## src/rtl/fm_sb_pkg.sv

```systemverilog
// Shared types for the fast-monitoring spy-buffer capture stage.
// Holds the capture FSM encoding and the pb_mode encodings.
package fm_sb_pkg;

    typedef enum logic [2:0] {
        CAP_IDLE,
        CAP_SPY,
        CAP_ARMED,
        CAP_POST,
        CAP_FROZEN
    } fm_sb_cap_state_t;

    localparam logic [1:0] PB_SPY     = 2'b00;
    localparam logic [1:0] PB_PLAY    = 2'b01;
    localparam logic [1:0] PB_TRIG    = 2'b10;
    localparam logic [1:0] PB_SPY_ALT = 2'b11;

    // 11 behaves exactly like 00, so fold it before comparing modes.
    function automatic logic [1:0] pb_norm(input logic [1:0] m);
        return (m == PB_SPY_ALT) ? PB_SPY : m;
    endfunction

endpackage

```

## src/rtl/fm_sb_capture.sv

```systemverilog
// Spy-buffer capture stage: taps a monitored bus and writes padded words
// into SB_MEM as a circular buffer with arm/trigger/post-trigger freeze.
// Ports:
//   spy_clock, spy_reset_n        clock, async active-low reset
//   tap_data, tap_vld             monitored bus
//   pb_mode, arm, trigger         control (pb_mode 00/11 spy, 01 off, 10 trig)
//   post_trig_n                   words kept after trigger (sampled on trigger)
//   mem_we, mem_addr, mem_wdata   SB_MEM write port (1-cycle latency)
//   wr_ptr, trig_addr             next write address, trigger address
//   wrapped, frozen               sticky wrap flag, capture halted
module fm_sb_capture
    import fm_sb_pkg::*;
#(
    parameter int SB_TP_DW = 51,
    parameter int SB_DW    = 64,
    parameter int ADDR_W   = 10
) (
    input  logic                spy_clock,
    input  logic                spy_reset_n,
    input  logic [SB_TP_DW-1:0] tap_data,
    input  logic                tap_vld,
    input  logic [1:0]          pb_mode,
    input  logic                arm,
    input  logic                trigger,
    input  logic [ADDR_W-1:0]   post_trig_n,
    output logic                mem_we,
    output logic [ADDR_W-1:0]   mem_addr,
    output logic [SB_DW-1:0]    mem_wdata,
    output logic [ADDR_W-1:0]   wr_ptr,
    output logic [ADDR_W-1:0]   trig_addr,
    output logic                wrapped,
    output logic                frozen
);

    fm_sb_cap_state_t    state_q, state_d;
    logic [1:0]          mode_q;
    logic [1:0]          mode_n;
    logic                mode_chg;
    logic [ADDR_W-1:0]   cnt_q, cnt_d;
    logic [ADDR_W-1:0]   wr_ptr_q;
    logic [ADDR_W-1:0]   trig_addr_q;
    logic                wrapped_q;
    logic                mem_we_q;
    logic [ADDR_W-1:0]   mem_addr_q;
    logic [SB_DW-1:0]    mem_wdata_q;
    logic [SB_DW-1:0]    pad_data;
    logic                cap;
    logic                arm_hit;
    logic                trig_hit;

    assign pad_data = SB_DW'(tap_data);
    assign mode_n   = pb_norm(pb_mode);
    assign mode_chg = (mode_n != mode_q);

    // State register
    always_ff @(posedge spy_clock or negedge spy_reset_n) begin
        if (!spy_reset_n) begin
            state_q <= CAP_IDLE;
            mode_q  <= PB_SPY;
            cnt_q   <= '0;
        end else begin
            state_q <= state_d;
            mode_q  <= mode_n;
            cnt_q   <= cnt_d;
        end
    end

    // Next-state logic
    always_comb begin
        state_d  = state_q;
        cnt_d    = cnt_q;
        cap      = 1'b0;
        arm_hit  = 1'b0;
        trig_hit = 1'b0;
        if (mode_chg) begin
            // Any mode change parks the FSM and suppresses this cycle's write.
            state_d = CAP_IDLE;
        end else begin
            unique case (state_q)
                CAP_IDLE: begin
                    if (mode_n == PB_SPY) begin
                        state_d = CAP_SPY;
                    end else if (mode_n == PB_TRIG && arm) begin
                        state_d = CAP_ARMED;
                        arm_hit = 1'b1;
                    end
                end
                CAP_SPY: begin
                    cap = tap_vld;
                end
                CAP_ARMED: begin
                    cap = tap_vld;
                    if (arm) begin
                        arm_hit = 1'b1;
                    end else if (trigger) begin
                        trig_hit = 1'b1;
                        // The trigger word itself is not part of the window.
                        if (post_trig_n == '0) begin
                            state_d = CAP_FROZEN;
                        end else begin
                            state_d = CAP_POST;
                            cnt_d   = post_trig_n;
                        end
                    end
                end
                CAP_POST: begin
                    cap = tap_vld;
                    if (arm) begin
                        arm_hit = 1'b1;
                        state_d = CAP_ARMED;
                    end else if (tap_vld) begin
                        cnt_d = cnt_q - ADDR_W'(1);
                        if (cnt_q == ADDR_W'(1)) begin
                            state_d = CAP_FROZEN;
                        end
                    end
                end
                CAP_FROZEN: begin
                    if (arm) begin
                        arm_hit = 1'b1;
                        state_d = CAP_ARMED;
                    end
                end
                default: state_d = CAP_IDLE;
            endcase
        end
    end

    // Write port and status registers
    always_ff @(posedge spy_clock or negedge spy_reset_n) begin
        if (!spy_reset_n) begin
            mem_we_q    <= 1'b0;
            mem_addr_q  <= '0;
            mem_wdata_q <= '0;
            wr_ptr_q    <= '0;
            trig_addr_q <= '0;
            wrapped_q   <= 1'b0;
        end else begin
            mem_we_q <= cap;
            if (cap) begin
                mem_addr_q  <= wr_ptr_q;
                mem_wdata_q <= pad_data;
                wr_ptr_q    <= wr_ptr_q + ADDR_W'(1);
            end
            if (trig_hit) begin
                trig_addr_q <= wr_ptr_q;
            end
            if (arm_hit) begin
                wrapped_q <= 1'b0;
            end
            if (cap && wr_ptr_q == '1) begin
                wrapped_q <= 1'b1;
            end
        end
    end

    // Outputs
    always_comb begin
        mem_we    = mem_we_q;
        mem_addr  = mem_addr_q;
        mem_wdata = mem_wdata_q;
        wr_ptr    = wr_ptr_q;
        trig_addr = trig_addr_q;
        wrapped   = wrapped_q;
        frozen    = (state_q == CAP_FROZEN);
    end

endmodule

```

## config.mk

```make
export PLATFORM = sky130hd
export DESIGN_NAME = fm_sb_capture
export DESIGN_NICKNAME = d
export VERILOG_FILES = /design/src/rtl/fm_sb_pkg.sv /design/src/rtl/fm_sb_capture.sv
export SDC_FILE = /design/constraint.sdc
export NUM_CORES = 1
export LEC_CHECK = 0
export CORE_ASPECT_RATIO = 1.75
export CORE_MARGIN = 8
export CORE_UTILIZATION = 40
export DETAILED_ROUTE_END_ITERATION = 10
export HOLD_SLACK_MARGIN = 0.06
export PLACE_DENSITY = 0.74
export SYNTH_ARGS = -nofsm -noshare
export SYNTH_HDL_FRONTEND = slang
export SYNTH_SLANG_ARGS = --single-unit
```

## constraint.sdc

```tcl
create_clock -name spy_clock -period 1.7 [get_ports spy_clock]
set_input_delay 0.34 -clock spy_clock [delete_from_list [all_inputs] [get_ports spy_clock]]
set_output_delay 0.34 -clock spy_clock [all_outputs]
set_load 0.01 [all_outputs]
```

==> flow_metrics.tcl, run 1 <==
set metrics [dict create \
    violations "setup timing" \
    critPathSlowestCell "dfrtp_1" \
    status "complete, but fails checks" \
    syn_area_um2 4443 \
    drive_gt1_share_pct 40.60 \
    dp_slack_ns -0.6163 \
    grt_pass1_vias 4078 \
    num-fill-cells 797 \
    cts_buffers 9 \
    clk_latency_ns 0.33 \
    gp_congestion 0.8144 \
    die_area_um2 14870 \
    ff_latch_area_um2 2466 \
    r2r-start "cnt_q[1]" \
    dr_wl_met2_um 8328 \
    wl_met3_um 828 \
    cts_tree "done" \
    min_path_type "primary input to asynchronous set/reset pin" \
    fmax_ghz 0.5663 \
    start_util_pct 40.48 \
    async_reset_ff_share_pct 100.0 \
    grt_pass1_wl_um 21300 \
    synthDistinctLibCells 55 \
    avgViaCountPerCell 5.200 \
    peakVddDrop_v 0.001121 \
    path_depth 6 \
    via_count 3645 \
    drt-initial-drc-count 118 \
    setup_slack_ns -0.06594 \
    fin_crit_sh_pct 103.9 \
    clock_skew_ns 0.005065 \
    grt_usage_pct 18.53 \
    highest_layer "met4" \
    avgSynthCellArea_um2 13.15 \
    cts_buffer_depth 2 \
    cap_violations 0 \
    pin_count 165 \
    r2r_slack_ns -0.07 \
    hpwl_um 10100 \
    cts.sinks 98 \
    fp-row-count 51 \
    ys_top_cells_by_area "dfrtp_1, mux2_2, buf_4" \
    multi_input_area_um2 2180 \
    routedWlPerCell_um 20.78 \
    synthCells 338 \
    ys_ff_latch 98 \
    worst_setup_path_end_kind "register" \
    crit_start "cnt_q[1]" \
    crit_fanout 4 \
    synth_top_area_share_pct 55.20 \
    setup.worst_path.start_class "register" \
    root_buffer "clkbuf_16" \
    setup_viol 5 \
    slew_viol_final 0 \
    die_width_um 95.67 \
    dr.pass1.iters 4 \
    ff2ff_path_depth 6 \
    fin_crit_ns 1.766 \
    synth_common_cells "dfrtp_1, mux2_2, buf_4, nand2_1, nand3_1" \
    port-buffer-count 151 \
    path_delay_family "compound AO/OA/AOI/OAI gates" \
    met1_length_um 4798 \
    grt_max_degree 51 \
    antenna_found_initial 0 \
    synth_seq_area_share_pct 55.20 \
    rr_endpoint "state_q[2]" \
    ant_nets 0 \
    path_class "register to register" \
    required_ns 1.91 \
    core_area_um2 10980 \
    path_clk_slew_ns 0.07 \
    synth_edf_count 0 \
    hold_viol 0 \
    finalPower_w 0.01106 \
    crit_chain "inv_2 > ha_2 > nor4bb_4 > a311o_1 > o211ai_1 > o41ai_2" \
    routed_wl_um 14560 \
    crit_arrival_ns 1.98 \
    nets 638 \
    fp.dieH_um 155.4 \
    globalRouteOverflowTotal 0 \
    htree_levels 3 \
    post-route-drc-count 0 \
    critical_path.max_stage_delay_ns 0.43 \
    ys_warn_count 0 \
    synthToLayoutAreaGrowth_pct 68.66 \
    grt_setup_unrepaired "true" \
    cp_num_buf_inv 1 \
    synth_top_area_cell "dfrtp_1" \
    antennaDiodeCount 0 \
    yosysMostFrequentCell "dfrtp_1" \
    powerDensity_nw_per_um2 1476 \
    cp-endpoint "state_q[2]" \
    leakage_nw 3.300 \
    ys.flop_type "dfrtp_1" \
]
[repair_timing]
action                                 in CTS  in global routing
cloned                                      2                  6
hold buffers                                1                  0
buffers inserted                           13                 10
setup endpoints to repair                 101                 84
resized for setup                          67                 46
pin swaps                                  22                 24
endpoints found under the hold margin      68                  0
[how the worst min path moves through the flow]
stage / slack [ns] / endpoint / depth (start not counted) / start
global placement: 0.16 / mem_wdata[30] / 1 / spy_reset_n
detailed placement: 0.17 / mem_wdata[30] / 1 / spy_reset_n
finish: 0.36 / mem_wdata[30] / 2 / spy_reset_n
global route: 0.37 / mem_wdata[30] / 2 / spy_reset_n
floorplan: 0.04 / cnt_q[0] / 0 / spy_reset_n
CTS: 0.35 / mem_wdata[30] / 2 / spy_reset_n
[metal layers]
metal	vias to the layer above	track usage (%)
met4	0	10.02
met2	136	34.14
met5	-	0
li1	1657	-
met1	1812	18.20
met3	40	4.052
[logic make-up after synthesis]
group	after synthesis	share of synthesized area, %
flip-flops	98	55.20
buffers and inverters	34	4.759
AO/OA/AOI/OAI	38	6.336
AND/OR/NAND/NOR	74	10.67
multiplexers	74	18.70
XOR/XNOR	13	2.563
other	1	0.08440
adder cells (fa/ha/maj)	6	1.690
[sequential cells by signal (all words and copies together), names as in the netlist]
register / cells
mem_addr: 10
wr_ptr: 10
mem_we: 1
cnt_q: 10
state_q: 3
wrapped: 1
mem_wdata: 51
trig_addr: 10
mode_q: 2
[area by class of cell]
| class | count | share of cell area (%) |
|---|---|---|
| Multi-Input combinational cell | 218 | 29.09 |
| Timing Repair Buffer | 231 | 30.86 |
| Clock buffer | 10 | 3.189 |
| Sequential cell | 98 | 32.91 |
| Clock inverter | 6 | 1.286 |
| Inverter | 6 | 0.4675 |
| Tap cell | 132 | 2.204 |
[cell usage in the layout, fill, tap and decap left out, drive strengths merged, types with 3 or more instances in the layout]
master	count
nor4	9
nor2b	5
nor3	7
dfrtp	98
buf	78
inv	7
xnor2	6
nand2b	3
mux2	72
clkbuf	15
nand2	10
nand4	7
xor2	7
o211ai	3
o2bb2ai	7
a21oi	8
nor2	7
dlymetal6s2s	9
conb	13
ha	6
clkdlybuf4s50	134
nand3	11
o21ai	4
[metrics by stage]
stage / setup TNS [ns] / instances / instance area (µm²) / hold WS [ns] / utilization (%)
global placement: -45.26 / 657 / 6495 / 0.1621 / 59.18
CTS: -0.7599 / 689 / 7166 / 0.3531 / 65.29
floorplan: -0.2491 / 350 / 4579 / 0.04441 / -
detailed placement: -49.19 / 657 / 6495 / 0.1656 / 59.18
finish: -0.1585 / 701 / 7493 / 0.3623 / 68.27
global route: -1.057 / 701 / 7493 / 0.3660 / 68.27
[report_power, final]
| part | leakage (nW) | switching [W] | internal [W] |
|---|---|---|---|
| clock | 0.161 | 0.000898 | 0.00135 |
| combinational | 1.92 | 0.00203 | 0.00297 |
| sequential | 1.22 | 0.000604 | 0.00321 |
| total | 3.30 | 0.00353 | 0.00753 |
No activity file was read; power rests on OpenSTA's default activity.
==> inputs of run 2 (changes only) <==
--- a/config.mk
+++ b/config.mk
@@ -5,7 +5,6 @@
 export SDC_FILE = /design/constraint.sdc
 export NUM_CORES = 1
 export LEC_CHECK = 0
-export CORE_ASPECT_RATIO = 1.75
 export CORE_MARGIN = 8
 export CORE_UTILIZATION = 40
 export DETAILED_ROUTE_END_ITERATION = 10
==> constraint.sdc (replaced) <==
create_clock -name spy_clock -period 1.7 [get_ports spy_clock]
set_input_delay 0.34 -clock spy_clock [delete_from_list [all_inputs] [get_ports spy_clock]]
set_output_delay 0.34 -clock spy_clock [all_outputs]
set_load 0.05 [all_outputs]
==> flow_metrics.tcl, run 2 (synthesis gave the netlist of run 1 again) <==
set metrics [dict create \
    leakage_nw 3.231 \
    post-route-drc-count 0 \
    setup_viol 33 \
    switchingPower_w 0.005753 \
    r2r_slack_ns -0.03 \
    worst_slew_pin_slew_ns 0.5460 \
    routed_wl_um 12540 \
    fin_crit_ns 1.750 \
    sw_frac_of_total_pct 46.09 \
    multi_input_area_um2 2113 \
    status "complete, but fails checks" \
    worst_setup_path_end_kind "primary output" \
    grt_usage_pct 16.59 \
    fin_util_pct 66.03 \
    largest_register_ffs 51 \
    antennaDiodeCount 0 \
    min_path_type "primary input to register" \
    die_area_um2 14740 \
    required_ns 1.36 \
    path_clk_slew_ns 0.10 \
    cts_buffer_depth 2 \
    pin_count 165 \
    clk_latency_ns 0.36 \
    grt_pass1_vias 3664 \
    p_clk_share_pct 12.1 \
    setup_slack_ns -0.05033 \
    ant_nets 0 \
    core_area_um2 10840 \
    via_count 3532 \
    cts.sinks 98 \
    violations "setup timing" \
    final_cell_area_um2 7158 \
    root_buffer "clkbuf_8" \
    globalRouteOverflowTotal 0 \
    p_seq_share_pct 30.8 \
    num-fill-cells 807 \
    crit_fanout 3 \
    internal-power_w 0.006730 \
    htree_levels 3 \
    grt_max_degree 99 \
    crit_arrival_ns 1.41 \
    final_cell_mix "buf_4, dfrtp_1, clkdlybuf4s50_1" \
    hpwl_um 8804 \
    avgViaCountPerCell 5.053 \
    gp_congestion 0.8883 \
    port-buffer-count 151 \
    power_frac_comb_pct 57.1 \
    fp-row-count 38 \
    placed_area_um2 6457 \
    setup.worst_path.start_class "register" \
    cts_tree "done" \
    fin_crit_sh_pct 103.0 \
    max_slew_margin_pct 63.60 \
    path_class "register to primary output" \
    hold_viol 0 \
    powerDensity_nw_per_um2 1744 \
    grt_setup_unrepaired "true" \
    start_util_pct 40.99 \
    drt-initial-drc-count 135 \
    cap_violations 0 \
    synthToLayoutAreaGrowth_pct 61.11 \
    clock_skew_ns 0.009360 \
    slew_viol_final 0 \
    antenna_found_initial 0 \
    ff_latch_area_um2 2455 \
    peakVddDrop_v 0.001213 \
    fp.dieH_um 121.4 \
    nets 628 \
    grt_pass1_wl_um 19450 \
    drive_gt1_share_pct 51.16 \
    cts_buffers 9 \
    final_common_cell "buf_4" \
    die_width_um 121.4 \
    routedWlPerCell_um 17.94 \
    fmax_ghz 0.5713 \
    dr.pass1.iters 4 \
]
-- run 2: cell count changes in the layout (fill, tap and decap cells not counted), sizes merged, moves of 2 or more --
cell	delta
bufinv	-2
clkbuf	-2
dlymetal6s2s	-9
inv	+3
clkdlybuf4s50	-71
buf	+76
clkdlybuf4s15	-2
-- run 2: power groups by stage --
stage | clock network (W) | registers (W) | logic, W
2_1_floorplan | 0 | 0.00637 | 0.00183
3_3_place_gp | 0 | 0.00381 | 0.00649
3_5_place_dp | 0 | 0.00387 | 0.00659
4_1_cts | 0.00157 | 0.00383 | 0.00711
5_1_grt | 0.00164 | 0.00399 | 0.00745
6_report | 0.00151 | 0.00384 | 0.00713
-- run 2: path summary, 6_finish.rpt --
check	start	end	cells past startpoint
max in group asynchronous	spy_reset_n	state_q[1]	3
min reg2reg	wrapped	wrapped	1
max	state_q[1]	frozen	4
min in group asynchronous	spy_reset_n	cnt_q[1]	3
min	pb_mode[0]	mode_q[0]	2
max reg2reg	state_q[1]	mem_wdata[29]	7
-- run 2: per-stage QoR --
stage | total power (W) | setup TNS (ns) | std cells | hold slack [ns] | worst slack, ns
3_3_place_gp | 0.01030 | -53.03 | 660 | 0.4363 | -0.6115
3_5_place_dp | 0.01047 | -55.06 | 660 | 0.4424 | -0.6374
4_1_cts | 0.01251 | -0.3559 | 697 | 0.4650 | -0.07107
2_1_floorplan | 0.008193 | -0.2716 | 350 | 0.04441 | -0.06637
6_report | 0.01248 | -0.4451 | 699 | 0.3347 | -0.05033
5_1_grt | 0.01307 | -3.015 | 699 | 0.3214 | -0.09269
-- run 2: final cells by class --
class / count / share of cell area [%]
flip-flops and latches: 98 / 34.29
well taps: 140 / 2.447
inverters: 6 / 0.5943
repair buffers: 221 / 30.43
multi-input cells: 218 / 29.52
clock inverters: 5 / 0.5943
clock buffers: 11 / 2.115
-- run 2: critical path, cell delays in order, from the launching register on --
cell and delay [ns]:
dfrtp_2 0.43, buf_6 0.12, nor3b_4 0.22, buf_4 0.15, buf_12 0.12
-- run 2: routing by layer --
metal / part of all wire (%) / vias up / GRT usage (%) / wire length (µm)
met3: 8.1 / 11 / 3.955 / 1019
met5: 0 / - / 0 / 0
met2: 49 / 133 / 27.07 / 6141
met1: 42 / 1759 / 20.92 / 5217
met4: 1.3 / 0 / 6.091 / 165
li1: - / 1629 / - / -
-- run 2: what timing repair did --
item                                   4_1_cts  5_1_grt
endpoints found under the hold margin       98        0
setup endpoints to repair                   94       77
buffers inserted                            16        2
pin swaps                                    8        8
gates cloned                                 4        0
hold buffers                                 1        0
gates resized for setup                     45       17
